## src/rtl/uart_pkg.sv

```systemverilog
// Shared UART definitions: data width, arbiter state encoding and round-robin index helper.
package uart_pkg;

  localparam int unsigned DBIT = 8;

  typedef enum logic [1:0] {
    ARB_IDLE,
    ARB_START,
    ARB_BUSY
  } arb_state_t;

  // Candidate index k steps after 'last', wrapping modulo n.
  function automatic int unsigned rr_next(input int unsigned last, input int unsigned k,
                                          input int unsigned n);
    return (last + k) % n;
  endfunction

endpackage

```

## src/rtl/uart_tx_arbiter_if.sv

```systemverilog
// Bundle of requester and uart_tx-side signals around the shared transmitter.
// Optional req_lock vector present only when UART_TX_ARB_LOCK_EN is defined.
interface uart_tx_arbiter_if #(
  parameter int unsigned N_REQ = 4
) ();
  import uart_pkg::*;

  localparam int unsigned IDX_W = $clog2(N_REQ);

  logic [N_REQ-1:0]      req_valid;
  logic [N_REQ*DBIT-1:0] req_data;
  logic [N_REQ-1:0]      req_ready;
`ifdef UART_TX_ARB_LOCK_EN
  logic [N_REQ-1:0]      req_lock;
`endif
  logic                  s_tick;
  logic                  tx_done_tick;
  logic                  tx_start;
  logic [DBIT-1:0]       tx_din;
  logic [IDX_W-1:0]      grant_id;
  logic                  busy;

`ifdef UART_TX_ARB_LOCK_EN
  modport master (
    output req_valid, req_data, req_lock, s_tick, tx_done_tick,
    input  req_ready, tx_start, tx_din, grant_id, busy
  );

  modport slave (
    input  req_valid, req_data, req_lock, s_tick, tx_done_tick,
    output req_ready, tx_start, tx_din, grant_id, busy
  );
`else
  modport master (
    output req_valid, req_data, s_tick, tx_done_tick,
    input  req_ready, tx_start, tx_din, grant_id, busy
  );

  modport slave (
    input  req_valid, req_data, s_tick, tx_done_tick,
    output req_ready, tx_start, tx_din, grant_id, busy
  );
`endif

endinterface

```

## src/rtl/uart_tx_arbiter_rr_pick.sv

```systemverilog
// Combinational round-robin picker: first set request after i_last, wrapping around.
module rr_pick
  import uart_pkg::*;
#(
  parameter  int unsigned N_REQ = 4,
  localparam int unsigned IDX_W = $clog2(N_REQ)
) (
  input  logic [N_REQ-1:0] i_req,
  input  logic [IDX_W-1:0] i_last,
  output logic [N_REQ-1:0] o_onehot,
  output logic [IDX_W-1:0] o_idx,
  output logic             o_any
);

  logic [IDX_W-1:0] w_cand;

  // Walk from the farthest candidate back to the nearest so the nearest one wins.
  always_comb begin
    o_onehot = '0;
    o_idx    = '0;
    o_any    = 1'b0;
    w_cand   = '0;
    for (int k = int'(N_REQ); k >= 1; k--) begin
      w_cand = IDX_W'(rr_next(32'(i_last), unsigned'(k), N_REQ));
      if (i_req[w_cand]) begin
        o_onehot         = '0;
        o_onehot[w_cand] = 1'b1;
        o_idx            = w_cand;
        o_any            = 1'b1;
      end
    end
  end

endmodule

```

## src/rtl/uart_tx_arbiter.sv

```systemverilog
// Round-robin arbiter sharing one uart_tx between N_REQ byte producers.
// Define UART_TX_ARB_LOCK_EN to let the current owner lock the transmitter across frames.
module uart_tx_arbiter
  import uart_pkg::*;
#(
  parameter  int unsigned N_REQ = 4,
  localparam int unsigned IDX_W = $clog2(N_REQ)
) (
  input logic              clk,
  input logic              reset_n,
  uart_tx_arbiter_if.slave bus
);

  if (N_REQ < 2 || N_REQ > 16) begin : g_bad_n_req
    $error("uart_tx_arbiter: N_REQ must be in 2..16");
  end

  arb_state_t       r_state;
  logic [IDX_W-1:0] r_grant_id;
  logic [DBIT-1:0]  r_data;
  logic             r_tx_start;
  logic             r_busy;

  logic [N_REQ-1:0] w_req;
  logic [N_REQ-1:0] w_onehot;
  logic [IDX_W-1:0] w_idx;
  logic             w_any;

`ifdef UART_TX_ARB_LOCK_EN
  logic             r_lock_hold;
  logic             w_locked;
  logic [N_REQ-1:0] w_owner_oh;

  assign w_locked = r_lock_hold & bus.req_lock[r_grant_id];

  // While locked only the previous owner may compete.
  always_comb begin
    w_owner_oh             = '0;
    w_owner_oh[r_grant_id] = 1'b1;
    w_req                  = w_locked ? (bus.req_valid & w_owner_oh) : bus.req_valid;
  end
`else
  assign w_req = bus.req_valid;
`endif

  rr_pick #(
    .N_REQ (N_REQ)
  ) u_rr_pick (
    .i_req    (w_req),
    .i_last   (r_grant_id),
    .o_onehot (w_onehot),
    .o_idx    (w_idx),
    .o_any    (w_any)
  );

  // Zero-latency acceptance strobe; held low while in reset.
  assign bus.req_ready = (reset_n && (r_state == ARB_IDLE)) ? w_onehot : '0;

  always_ff @(posedge clk or negedge reset_n) begin
    if (!reset_n) begin
      r_state     <= ARB_IDLE;
      r_grant_id  <= IDX_W'(N_REQ - 1);
      r_data      <= '0;
      r_tx_start  <= 1'b0;
      r_busy      <= 1'b0;
`ifdef UART_TX_ARB_LOCK_EN
      r_lock_hold <= 1'b0;
`endif
    end else begin
      unique case (r_state)
        ARB_IDLE: begin
          if (w_any) begin
            r_data     <= bus.req_data[32'(w_idx)*DBIT +: DBIT];
            r_grant_id <= w_idx;
            r_tx_start <= 1'b1;
            r_busy     <= 1'b1;
            r_state    <= ARB_START;
          end
`ifdef UART_TX_ARB_LOCK_EN
          if (w_any || !bus.req_lock[r_grant_id]) begin
            r_lock_hold <= 1'b0;
          end
`endif
        end
        ARB_START: begin
          if (bus.s_tick) begin
            r_tx_start <= 1'b0;
            r_state    <= ARB_BUSY;
          end
        end
        ARB_BUSY: begin
          if (bus.tx_done_tick) begin
            r_busy  <= 1'b0;
            r_state <= ARB_IDLE;
`ifdef UART_TX_ARB_LOCK_EN
            r_lock_hold <= bus.req_lock[r_grant_id];
`endif
          end
        end
        default: begin
          r_tx_start <= 1'b0;
          r_busy     <= 1'b0;
          r_state    <= ARB_IDLE;
        end
      endcase
    end
  end

  assign bus.tx_start = r_tx_start;
  assign bus.tx_din   = r_data;
  assign bus.grant_id = r_grant_id;
  assign bus.busy     = r_busy;

endmodule

```

## src/flat_wrapper.sv

```systemverilog
// flat-port wrapper written by rule: the top's interface ports become plain ports
module uart_tx_arbiter_flat import uart_pkg::*;
#(
  parameter  int unsigned N_REQ = 4,
  localparam int unsigned IDX_W = $clog2(N_REQ)
)
  (clk, reset_n, bus_req_valid, bus_req_data, bus_s_tick, bus_tx_done_tick, bus_req_ready, bus_tx_start, bus_tx_din, bus_grant_id, bus_busy);
  uart_tx_arbiter_if #(.N_REQ(N_REQ)) bus_i ();
  input logic clk;
  input logic reset_n;
  input wire logic [$bits(bus_i.req_valid)-1:0] bus_req_valid;
  input wire logic [$bits(bus_i.req_data)-1:0] bus_req_data;
  input wire logic [$bits(bus_i.s_tick)-1:0] bus_s_tick;
  input wire logic [$bits(bus_i.tx_done_tick)-1:0] bus_tx_done_tick;
  output wire logic [$bits(bus_i.req_ready)-1:0] bus_req_ready;
  output wire logic [$bits(bus_i.tx_start)-1:0] bus_tx_start;
  output wire logic [$bits(bus_i.tx_din)-1:0] bus_tx_din;
  output wire logic [$bits(bus_i.grant_id)-1:0] bus_grant_id;
  output wire logic [$bits(bus_i.busy)-1:0] bus_busy;
  assign bus_i.req_valid = bus_req_valid;
  assign bus_i.req_data = bus_req_data;
  assign bus_i.s_tick = bus_s_tick;
  assign bus_i.tx_done_tick = bus_tx_done_tick;
  assign bus_req_ready = bus_i.req_ready;
  assign bus_tx_start = bus_i.tx_start;
  assign bus_tx_din = bus_i.tx_din;
  assign bus_grant_id = bus_i.grant_id;
  assign bus_busy = bus_i.busy;
  uart_tx_arbiter #(.N_REQ(N_REQ)) u_core (.clk(clk), .reset_n(reset_n), .bus(bus_i));
endmodule
```

## config.mk

```make
export PLATFORM = sky130hd
export DESIGN_NAME = uart_tx_arbiter_flat
export DESIGN_NICKNAME = d
export VERILOG_FILES = /design/src/rtl/uart_pkg.sv /design/src/rtl/uart_tx_arbiter_if.sv /design/src/rtl/uart_tx_arbiter_rr_pick.sv /design/src/rtl/uart_tx_arbiter.sv /design/src/flat_wrapper.sv
export SDC_FILE = /design/constraint.sdc
export NUM_CORES = 1
export LEC_CHECK = 0
export BUFFER_PORTS_ARGS = -buffer_cell sky130_fd_sc_hd__buf_2
export CAP_MARGIN = 25
export CELL_PAD_IN_SITES_DETAIL_PLACEMENT = 1
export CELL_PAD_IN_SITES_GLOBAL_PLACEMENT = 1
export CORE_UTILIZATION = 30
export DETAILED_ROUTE_END_ITERATION = 7
export PLACE_DENSITY_LB_ADDON = 0.1
export SLEW_MARGIN = 20
export SYNTH_ARGS = -nofsm -noshare
export SYNTH_HDL_FRONTEND = slang
export SYNTH_SLANG_ARGS = --single-unit
export TNS_END_PERCENT = 100
```

## constraint.sdc

```tcl
create_clock -name clk -period 3.6 [get_ports clk]
set_clock_uncertainty 0.15 [all_clocks]
set_input_delay 0.9 -clock clk [delete_from_list [all_inputs] [get_ports clk]]
set_output_delay 0.9 -clock clk [all_outputs]
set_load 0.005 [all_outputs]
```

==> results.yml, run 1 <==
detailed_routing:
  routedWlPerCell_um: 14.9
  vias_per_cell: 5.27
  antenna_left: 0
  drt_pass1_iterations: 4
  drt_wl_total_um: 3700
  vias: 1312
  drtIter0Drc: 29
  remaining_drc_errors: 0
clock_tree:
  clkSinkCount: 14
  root_buffer: "clkbuf_8"
  clkSlewWorstSetupHoldPaths_ns: 0.06
  cts_tree: "built"
  cts_buffers: 3
  clk_latency_ns: 0.25
  clock_path_buffers: 2
  ctsHoldBuffers: 0
  htreeDepth: 1
placement:
  place_congestion: 0.719
  dp_hpwl_um: 2970
  dp_slack_ns: 0.0529
  io_buffers: 55
floorplanning:
  die_h_um: 67.6
  initial_utilization: 0.319
  die_w_um: 67.6
  num_io_pins: 56
  rows: 23
  core_um2: 4060
  fp.dieArea_um2: 4570
critical_path:
  cp_common_cell: "buf_2"
  r2r_cells: 8
  crit_fanout: 8
  startpoint_type: "input pin"
  crit_chain: "buf_2 -> mux4_2 -> nor2b_4 -> a221oi_1 -> or3_1 -> a21oi_2 -> buf_2"
  r2r_start: "u_core.bus.grant_id[1]"
  arrival_ns: 2.44
  crit_required_ns: 2.55
  critPathMaxStageDelay_ns: 0.51
  reg2reg_to: "u_core.bus.tx_din[4]"
  critPathCaptureType: "output port"
  slowest_stage: "mux4_2"
  crit_type: "input pin to output port"
  rrSetupSlack_ns: 1.06
job:
  cap_viol_max_count: 0
finish:
  diodes: 0
  final_cell_mix: "55 x buf_2, 17 x mux2i_1, 15 x nand2_1"
  layout_commonest_cell: "buf_2"
  fillers: 504
  fin_util: 0.424
  regArea_um2: 353
  drive_gt1_frac: 0.427
  fin_nets: 247
  syn2layout_area_growth_pct: 33.2
  multi_input_area_um2: 863
timing:
  holdWs_ns: 0.338
  rsz0062_at_grt: "false"
  tns_ns: 0
  min_period_over_period: 0.968
  clock.fmax_ghz: 0.287
  drv_slew: 0
  maxSlewHeadroom: 0.541
  post-route-min-period_ns: 3.49
  hold_violations: 0
  finalSetupViolCount: 0
  fin_ws_ns: 0.114
  tightestPinTransition_ns: 0.684
global_route:
  grtUsageMet2: 0.325
  grt_max_degree: 16
  grt_pass1_vias: 1327
  busiest_layer: "met2"
  met3_usage: 0.0405
  grt.overflow.total: 0
  antenna_found_initial: 0
  grt_usage: 0.175
  grt_pass1_wl_um: 6080
  met1_usage: 0.206
logic_synthesis:
  synth_nets: 185
  syn_area_per_cell_um2: 9.37
  synth_area_um2: 1290
  synth_area_leader_cell: "dfrtp_1"
  yosysSeqAreaShare: 0.273
  ys_warn_count: 0
  synth.ff_latch_count: 14
  synth_top_area_share: 0.232
  synth.distinct_cells: 37
  synth_cells: 138
  ys_top_cells_by_area: "dfrtp_1 23%, mux2i_1 13%, ha_1 6.8%, nand2_1 4.4%, dfstp_2 4.1%"
power_and_ir_drop:
  vdd_drop_max_mv: 0.293
  power_density_nw_per_um2: 846
  total_power_uw: 1460
  p_leak_uw: 0.000830
outcome:
  status: "finished clean"
hold_path:
  hold-path-endpoint: "u_core.bus.tx_din[1]"
  min-delay-start: "u_core.bus.tx_din[1]"
  hp-class: "flip-flop to flip-flop"
  worstHoldPathCells: 2
[cell usage after synthesis, drive strengths merged]
library cell and number:
nor2b 2, mux4 3, clkbuf 1, nor2 12
o21ai 5, nor3b 2, a2111oi 3, o221ai 6
a31oi 3, or3 4, dfrtp 12, inv 8
a221oi 4, nand2 15, or2 1, o22ai 1
a21o 1, nor3 3, mux2i 17, o2111ai 1
nand2b 2, a21oi 5, nor4 1, mux2 3
buf 7, and3 1, a211oi 5, and2 1
dfstp 2, ha 7
[worst max-delay path by stage]
stage                                 startpoint               end  slack [ns]  cells past startpoint
final                           bus_req_valid[1]  bus_req_ready[0]        0.11                      7
after global routing      u_core.bus.grant_id[0]  bus_req_ready[0]        0.01                      8
after CTS                 u_core.bus.grant_id[0]  bus_req_ready[0]        0.06                      7
after detailed placement        bus_req_valid[3]  bus_req_ready[0]        0.05                      7
after global placement          bus_req_valid[3]  bus_req_ready[0]        0.11                      7
after floorplan           u_core.bus.grant_id[0]  bus_req_ready[3]        0.08                      6
[power breakdown]
| part | leakage (uW) | total (uW) | internal (uW) | switching, uW |
|---|---|---|---|---|
| registers | 0.000162 | 305 | 246 | 58.4 |
| logic | 0.000640 | 996 | 488 | 508 |
| clock network | 0.0000288 | 155 | 97.0 | 58.4 |
| total | 0.000830 | 1460 | 831 | 625 |
[layout make-up]
cell class                 instances  area share
timing repair buffer              65       0.208
multi-input combinational        108       0.501
clock buffer                       4      0.0320
sequential                        14       0.205
inverter                           8      0.0174
tap                               50      0.0363
[per-stage QoR]
stage                     area [um2]  cells
after global placement          1620    242
after floorplan                 1290    138
after CTS                       1700    247
after global routing            1720    249
final                           1720    249
after detailed placement        1620    242
[metal layers]
metal / share of wire / up-vias
met5: 0 / -
met4: 0.0022 / 0
met3: 0.042 / 3
met2: 0.53 / 29
met1: 0.43 / 641
li1: - / 639
[critical path: cells and delay by family]
family / cells / cell delay, ns
mux: 1 / 0.51
simple gates: 2 / 0.56
compound gates: 2 / 0.20
buf+inv: 2 / 0.26
[kinds of logic (layout without fill, tap and decap cells)]
| kind of cell | count (synthesis) | after routing | synth area share |
|---|---|---|---|
| compound gates | 34 | 34 | 0.197 |
| fa+ha+maj | 7 | 7 | 0.0678 |
| buf+inv | 16 | 77 | 0.0687 |
| flops | 14 | 14 | 0.273 |
| mux | 23 | 23 | 0.216 |
| simple gates | 44 | 44 | 0.177 |
[registers in the layout (all words and copies together), names as in the netlist]
signal	cells
u_core.bus.tx_din	8
u_core.bus.busy	1
u_core.bus.tx_start	1
u_core.bus.grant_id	2
u_core.r_state	2
[what timing repair did]
item	4_1_cts	5_1_grt
setup buffers	1	2
endpoints found under the hold margin	0	0
pin swaps	0	1
setup endpoints to repair	4	2
resized for setup	3	3
(Power assumes the default switching activity.)
==> inputs of run 2 (changes only) <==
ABC_AREA = 1   (was not set)
MAX_ROUTING_LAYER = met4   (was not set)
==> run 2 against run 1 <==
Effect of this change:
- area after synthesis up 4.5%
- flip-flop and latch count unchanged
- worst setup slack better by 0.14 ns
- worst hold slack worse by 0.012 ns
- clock power about the same
- clock-buffer cell count unchanged
- critical path type is now flip-flop to output port
==> results.yml, run 2 <==
outcome:
  status: "finished clean"
placement:
  dp_hpwl_um: 3000
  dp_slack_ns: 0.426
  place_congestion: 0.781
  io_buffers: 55
  placed_area_um2: 1670
  dp.cells: 306
clock_tree:
  cts_tree: "built"
  cts_buffers: 3
  root_buffer: "clkbuf_8"
  clk_latency_ns: 0.25
  clock_path_buffers: 2
  clkSlewWorstSetupHoldPaths_ns: 0.06
  clkSinkCount: 14
  ctsHoldBuffers: 0
  htreeDepth: 1
timing:
  rsz0062_at_grt: "false"
  maxSlewHeadroom: 0.776
  min_period_over_period: 0.929
  fin_ws_ns: 0.256
  drv_slew: 0
  tightestPinTransition_ns: 0.334
  clock.fmax_ghz: 0.299
  tns_ns: 0
  hold_violations: 0
  post-route-min-period_ns: 3.34
  finalSetupViolCount: 0
  holdWs_ns: 0.326
detailed_routing:
  drtIter0Drc: 14
  drt_wl_total_um: 3600
  vias: 1420
  wl_met3_um: 120
  highest_layer: "met4"
  wl_met1_um: 1710
  routedWlPerCell_um: 11.6
  drt_pass1_iterations: 4
  remaining_drc_errors: 0
  met2_wirelength_um: 1740
  vias_per_cell: 4.57
  antenna_left: 0
floorplanning:
  core_um2: 4350
  die_w_um: 69.1
  fp.dieArea_um2: 4780
  initial_utilization: 0.310
  rows: 24
  die_h_um: 69.1
  num_io_pins: 56
finish:
  fillers: 594
  final_cell_mix: "56 x nand2_1, 55 x buf_2, 36 x inv_1"
  layout_commonest_cell: "nand2_1"
  drive_gt1_frac: 0.347
  largest_reg_flops: 8
  syn2layout_area_growth_pct: 28.3
  final_cell_count_no_fill: 311
  diodes: 0
  final_cell_area_um2: 1730
  fin_nets: 307
logic_synthesis:
  synth_cells: 201
  syn_area_per_cell_um2: 6.72
  ys_top_cells_by_area: "dfrtp_1 22%, nand2_1 16%, inv_1 10%, nand3_1 7.8%, ha_1 6.5%"
  synth_nets: 248
  ys_warn_count: 0
  synth_top_area_share: 0.222
  async_flop_share: 1.00
  synth.ff_latch_count: 14
  yosysMostFrequentCell: "nand2_1"
  synth_top_flop_cell: "dfrtp_1"
  synth_area_um2: 1350
  synth_edf_count: 0
  synth_area_leader_cell: "dfrtp_1"
  yosys-top-cells-count: "56 x nand2_1, 37 x inv_1, 21 x nand3_1"
  yosysSeqAreaShare: 0.261
  synth.distinct_cells: 24
critical_path:
  crit_fanout: 8
  crit_type: "flip-flop to output port"
  crit_required_ns: 2.55
  critPathCaptureType: "output port"
  r2r_start: "u_core.bus.grant_id[1]"
  startpoint: "u_core.bus.grant_id[1]"
  rrSetupSlack_ns: 0.94
  startpoint_type: "flip-flop"
  cp-endpoint: "bus_req_ready[1]"
  r2r_cells: 11
  reg2reg_to: "u_core.bus.tx_din[0]"
  arrival_ns: 2.29
global_route:
  grt_usage: 0.166
  grt_pass1_wl_um: 6440
  antenna_found_initial: 0
  grt_max_degree: 28
  grt_pass1_vias: 1453
  grt.overflow.total: 0
power_and_ir_drop:
  intPower_uw: 832
  p_comb_frac: 0.753
  power.switching_uw: 1040
  vdd_drop_max_mv: 0.323
  pwr-share-clk: 0.082
  seqPwrFrac: 0.165
  switching_share: 0.555
  power_density_nw_per_um2: 1080
  p_leak_uw: 0.00103
hold_path:
  worstHoldPathCells: 2
  hp-class: "flip-flop to flip-flop"
job:
  cap_viol_max_count: 0
[run 2: critical path, stage by stage (launching register included)]
cell and delay, ns:
dfstp_2 0.63, inv_2 0.10, ha_1 0.36, inv_1 0.08, nand3_2 0.11, nand2_4 0.08
inv_2 0.09, nand2_4 0.07, o21ai_0 0.17, o211ai_1 0.12, a21oi_1 0.13, buf_2 0.12
[run 2: power groups by stage]
stage | Sequential [uW] | Clock, uW | Combinational (uW)
global route | 320 | 165 | 1640
floorplan | 321 | 0 | 1110
detailed placement | 322 | 0 | 1410
CTS | 320 | 158 | 1420
global placement | 321 | 0 | 1390
finish | 308 | 154 | 1410
[run 2: layout make-up]
| type | count | area, um2 | share of cell area |
|---|---|---|---|
| multi-input cells | 143 | 815 | 0.470 |
| flip-flops and latches | 14 | 353 | 0.203 |
| repair buffers | 57 | 290 | 0.167 |
| inverters | 41 | 156 | 0.0902 |
| well taps | 52 | 65.1 | 0.0375 |
| clock buffers | 4 | 55.1 | 0.0317 |
[run 2: cells by family (layout without fill, tap and decap cells)]
kind of cell	count (synthesis)	count (layout)	share of synthesized area
buffers and inverters	44	102	0.136
adders and majority gates	7	7	0.0648
DFF	14	14	0.261
AOI/OAI and AO/OA	28	28	0.131
and+or+nand+nor	108	108	0.406
[run 2: what timing repair did]
item	CTS	global route
gates resized for setup	0	1
setup endpoints to repair	0	3
setup buffers	0	1
[run 2: stage by stage]
step	util	total power, uW
CTS	0.397	1900
global route	0.398	2120
global placement	0.384	1720
floorplan	-	1430
detailed placement	0.384	1730
finish	0.398	1870
[run 2: metal layers]
metal  global-route usage  vias up
met5                    -        -
met4               0.0272        0
met3               0.0278        4
met2                0.287       29
met1                0.205      628
li1                     -      759
[run 2: how the worst min path moves through the flow]
stage,start,to
2_1_floorplan,u_core.bus.busy,u_core.bus.busy
3_3_place_gp,u_core.bus.tx_start,u_core.bus.tx_start
3_5_place_dp,u_core.bus.busy,u_core.bus.busy
4_1_cts,u_core.bus.busy,u_core.bus.busy
5_1_grt,u_core.bus.tx_start,u_core.bus.tx_start
6_report,u_core.bus.busy,u_core.bus.busy
==> inputs of run 3 (changes only) <==
CORE_MARGIN = 2   (was not set)
clock period = 3.75 ns   (was 3.6 ns; I/O delays follow)
==> run 3 against run 2 <==
Effect of this change:
- die area grew 5.9%
- utilization shrank 0.40 points
- worst hold slack lost 0.0083 ns
- total power shrank 4.9%
==> results.yml, run 3 (synthesis gave the netlist of run 2 again) <==
outcome:
  status: "finished clean"
timing:
  finalSetupViolCount: 0
  tns_ns: 0
  tightestPinTransition_ns: 0.389
  maxSlewHeadroom: 0.740
  hold_violations: 0
  clock.fmax_ghz: 0.292
  fin_ws_ns: 0.327
  rsz0062_at_grt: "false"
  post-route-min-period_ns: 3.42
  min_period_over_period: 0.913
  drv_slew: 0
floorplanning:
  initial_utilization: 0.310
  core_um2: 4350
  die_w_um: 71.1
  rows: 24
  die_h_um: 71.1
  fp.dieArea_um2: 5060
  num_io_pins: 56
finish:
  regArea_um2: 353
  fin_nets: 306
  final_cell_mix: "56 x nand2_1, 55 x buf_2, 37 x inv_1"
  largest_reg_flops: 8
  fillers: 589
  layout_commonest_cell: "nand2_1"
  diodes: 0
  drive_gt1_frac: 0.337
  multi_input_area_um2: 815
  final_cell_count_no_fill: 310
  syn2layout_area_growth_pct: 27.0
detailed_routing:
  vias_per_cell: 4.61
  remaining_drc_errors: 0
  routedWlPerCell_um: 11.8
  drt_wl_total_um: 3650
  vias: 1430
  drt_pass1_iterations: 4
  antenna_left: 0
  drtIter0Drc: 36
critical_path:
  crit_fanout: 8
  slowest_stage: "dfstp_2"
  rrSetupSlack_ns: 0.98
  crit_chain: "inv_1 -> ha_1 -> inv_1 -> nand3_2 -> nand2_4 -> inv_2 -> nand2_4 -> o21ai_0 -> o211ai_1 -> a21oi_1 -> buf_2"
  r2r_cells: 11
  crit_type: "flip-flop to output port"
  critPathMaxStageDelay_ns: 0.61
  critPathCaptureType: "output port"
  arrival_ns: 2.34
  r2r_start: "u_core.bus.grant_id[1]"
  crit_required_ns: 2.66
  startpoint_type: "flip-flop"
  reg2reg_to: "u_core.bus.tx_din[0]"
global_route:
  grt_pass1_vias: 1435
  grt.overflow.total: 0
  antenna_found_initial: 0
  grt_max_degree: 28
  grt_pass1_wl_um: 6420
  grt_usage: 0.159
clock_tree:
  cts_tree: "built"
  cts_buffers: 3
  root_buffer: "clkbuf_8"
  ctsResizeCount: 0
  postCtsSetupBuffers: 0
  clock_path_buffers: 2
  clkSinkCount: 14
  clk_latency_ns: 0.24
  clkSlewWorstSetupHoldPaths_ns: 0.05
  ctsHoldBuffers: 0
  htreeDepth: 1
hold_path:
  min-delay-start: "u_core.bus.tx_start"
  hold-path-endpoint: "u_core.bus.tx_start"
  hp-class: "flip-flop to flip-flop"
  worstHoldPathCells: 2
placement:
  io_buffers: 55
  dp_slack_ns: 0.547
  dp_hpwl_um: 3080
  place_congestion: 0.814
  dp.cells: 306
power_and_ir_drop:
  power_density_nw_per_um2: 1040
  p_leak_uw: 0.00102
  vdd_drop_max_mv: 0.270
  total_power_uw: 1780
job:
  cap_viol_max_count: 0
-- run 3: through the flow --
step / utilization / hold WS [ns] / area (um2)
3_5_place_dp: 0.384 / 0.313 / 1670
4_1_cts: 0.394 / 0.326 / 1720
6_report: 0.394 / 0.318 / 1720
3_3_place_gp: 0.384 / 0.308 / 1670
5_1_grt: 0.394 / 0.347 / 1720
2_1_floorplan: - / 0.314 / 1350
-- run 3: final cells by class --
| cell class | count | share of cell area |
|---|---|---|
| Clock buffer | 4 | 0.0262 |
| Inverter | 41 | 0.0911 |
| Multi-Input combinational cell | 143 | 0.474 |
| Sequential cell | 14 | 0.206 |
| Tap cell | 52 | 0.0379 |
| Timing Repair Buffer | 56 | 0.165 |
-- run 3: metal layers --
metal  share of wire  track usage
met5               0            -
met2            0.49        0.268
met1            0.46        0.206
met4           0.015       0.0377
met3           0.037       0.0185
-- run 3: worst max path at each step --
stage,slack (ns),from,endpoint,cells after the start
final,0.33,u_core.bus.grant_id[1],bus_req_ready[1],11
after global routing,0.11,u_core.bus.grant_id[1],bus_req_ready[1],11
after CTS,0.29,u_core.bus.grant_id[1],bus_req_ready[1],11
after detailed placement,0.55,bus_req_valid[2],bus_req_ready[1],11
after global placement,0.56,bus_req_valid[2],bus_req_ready[1],11
after floorplan,0.82,u_core.bus.grant_id[0],bus_req_ready[0],12
-- run 3: power by group --
group / switching, uW / leakage (uW) / total, uW / internal [uW]
registers: 48.7 / 0.000167 / 294 / 246
clock network: 49.4 / 0.0000228 / 124 / 75.1
logic: 899 / 0.000831 / 1360 / 459
total: 997 / 0.00102 / 1780 / 780
-- run 3: critical path, delay by kind of cell (launching register included) --
kind                     cells  cell delay, ns
flip-flops                   1            0.61
AO/OA/AOI/OAI                3            0.44
buffers and inverters        4            0.43
adder cells (fa/ha/maj)      1            0.37
AND/OR/NAND/NOR              3            0.24
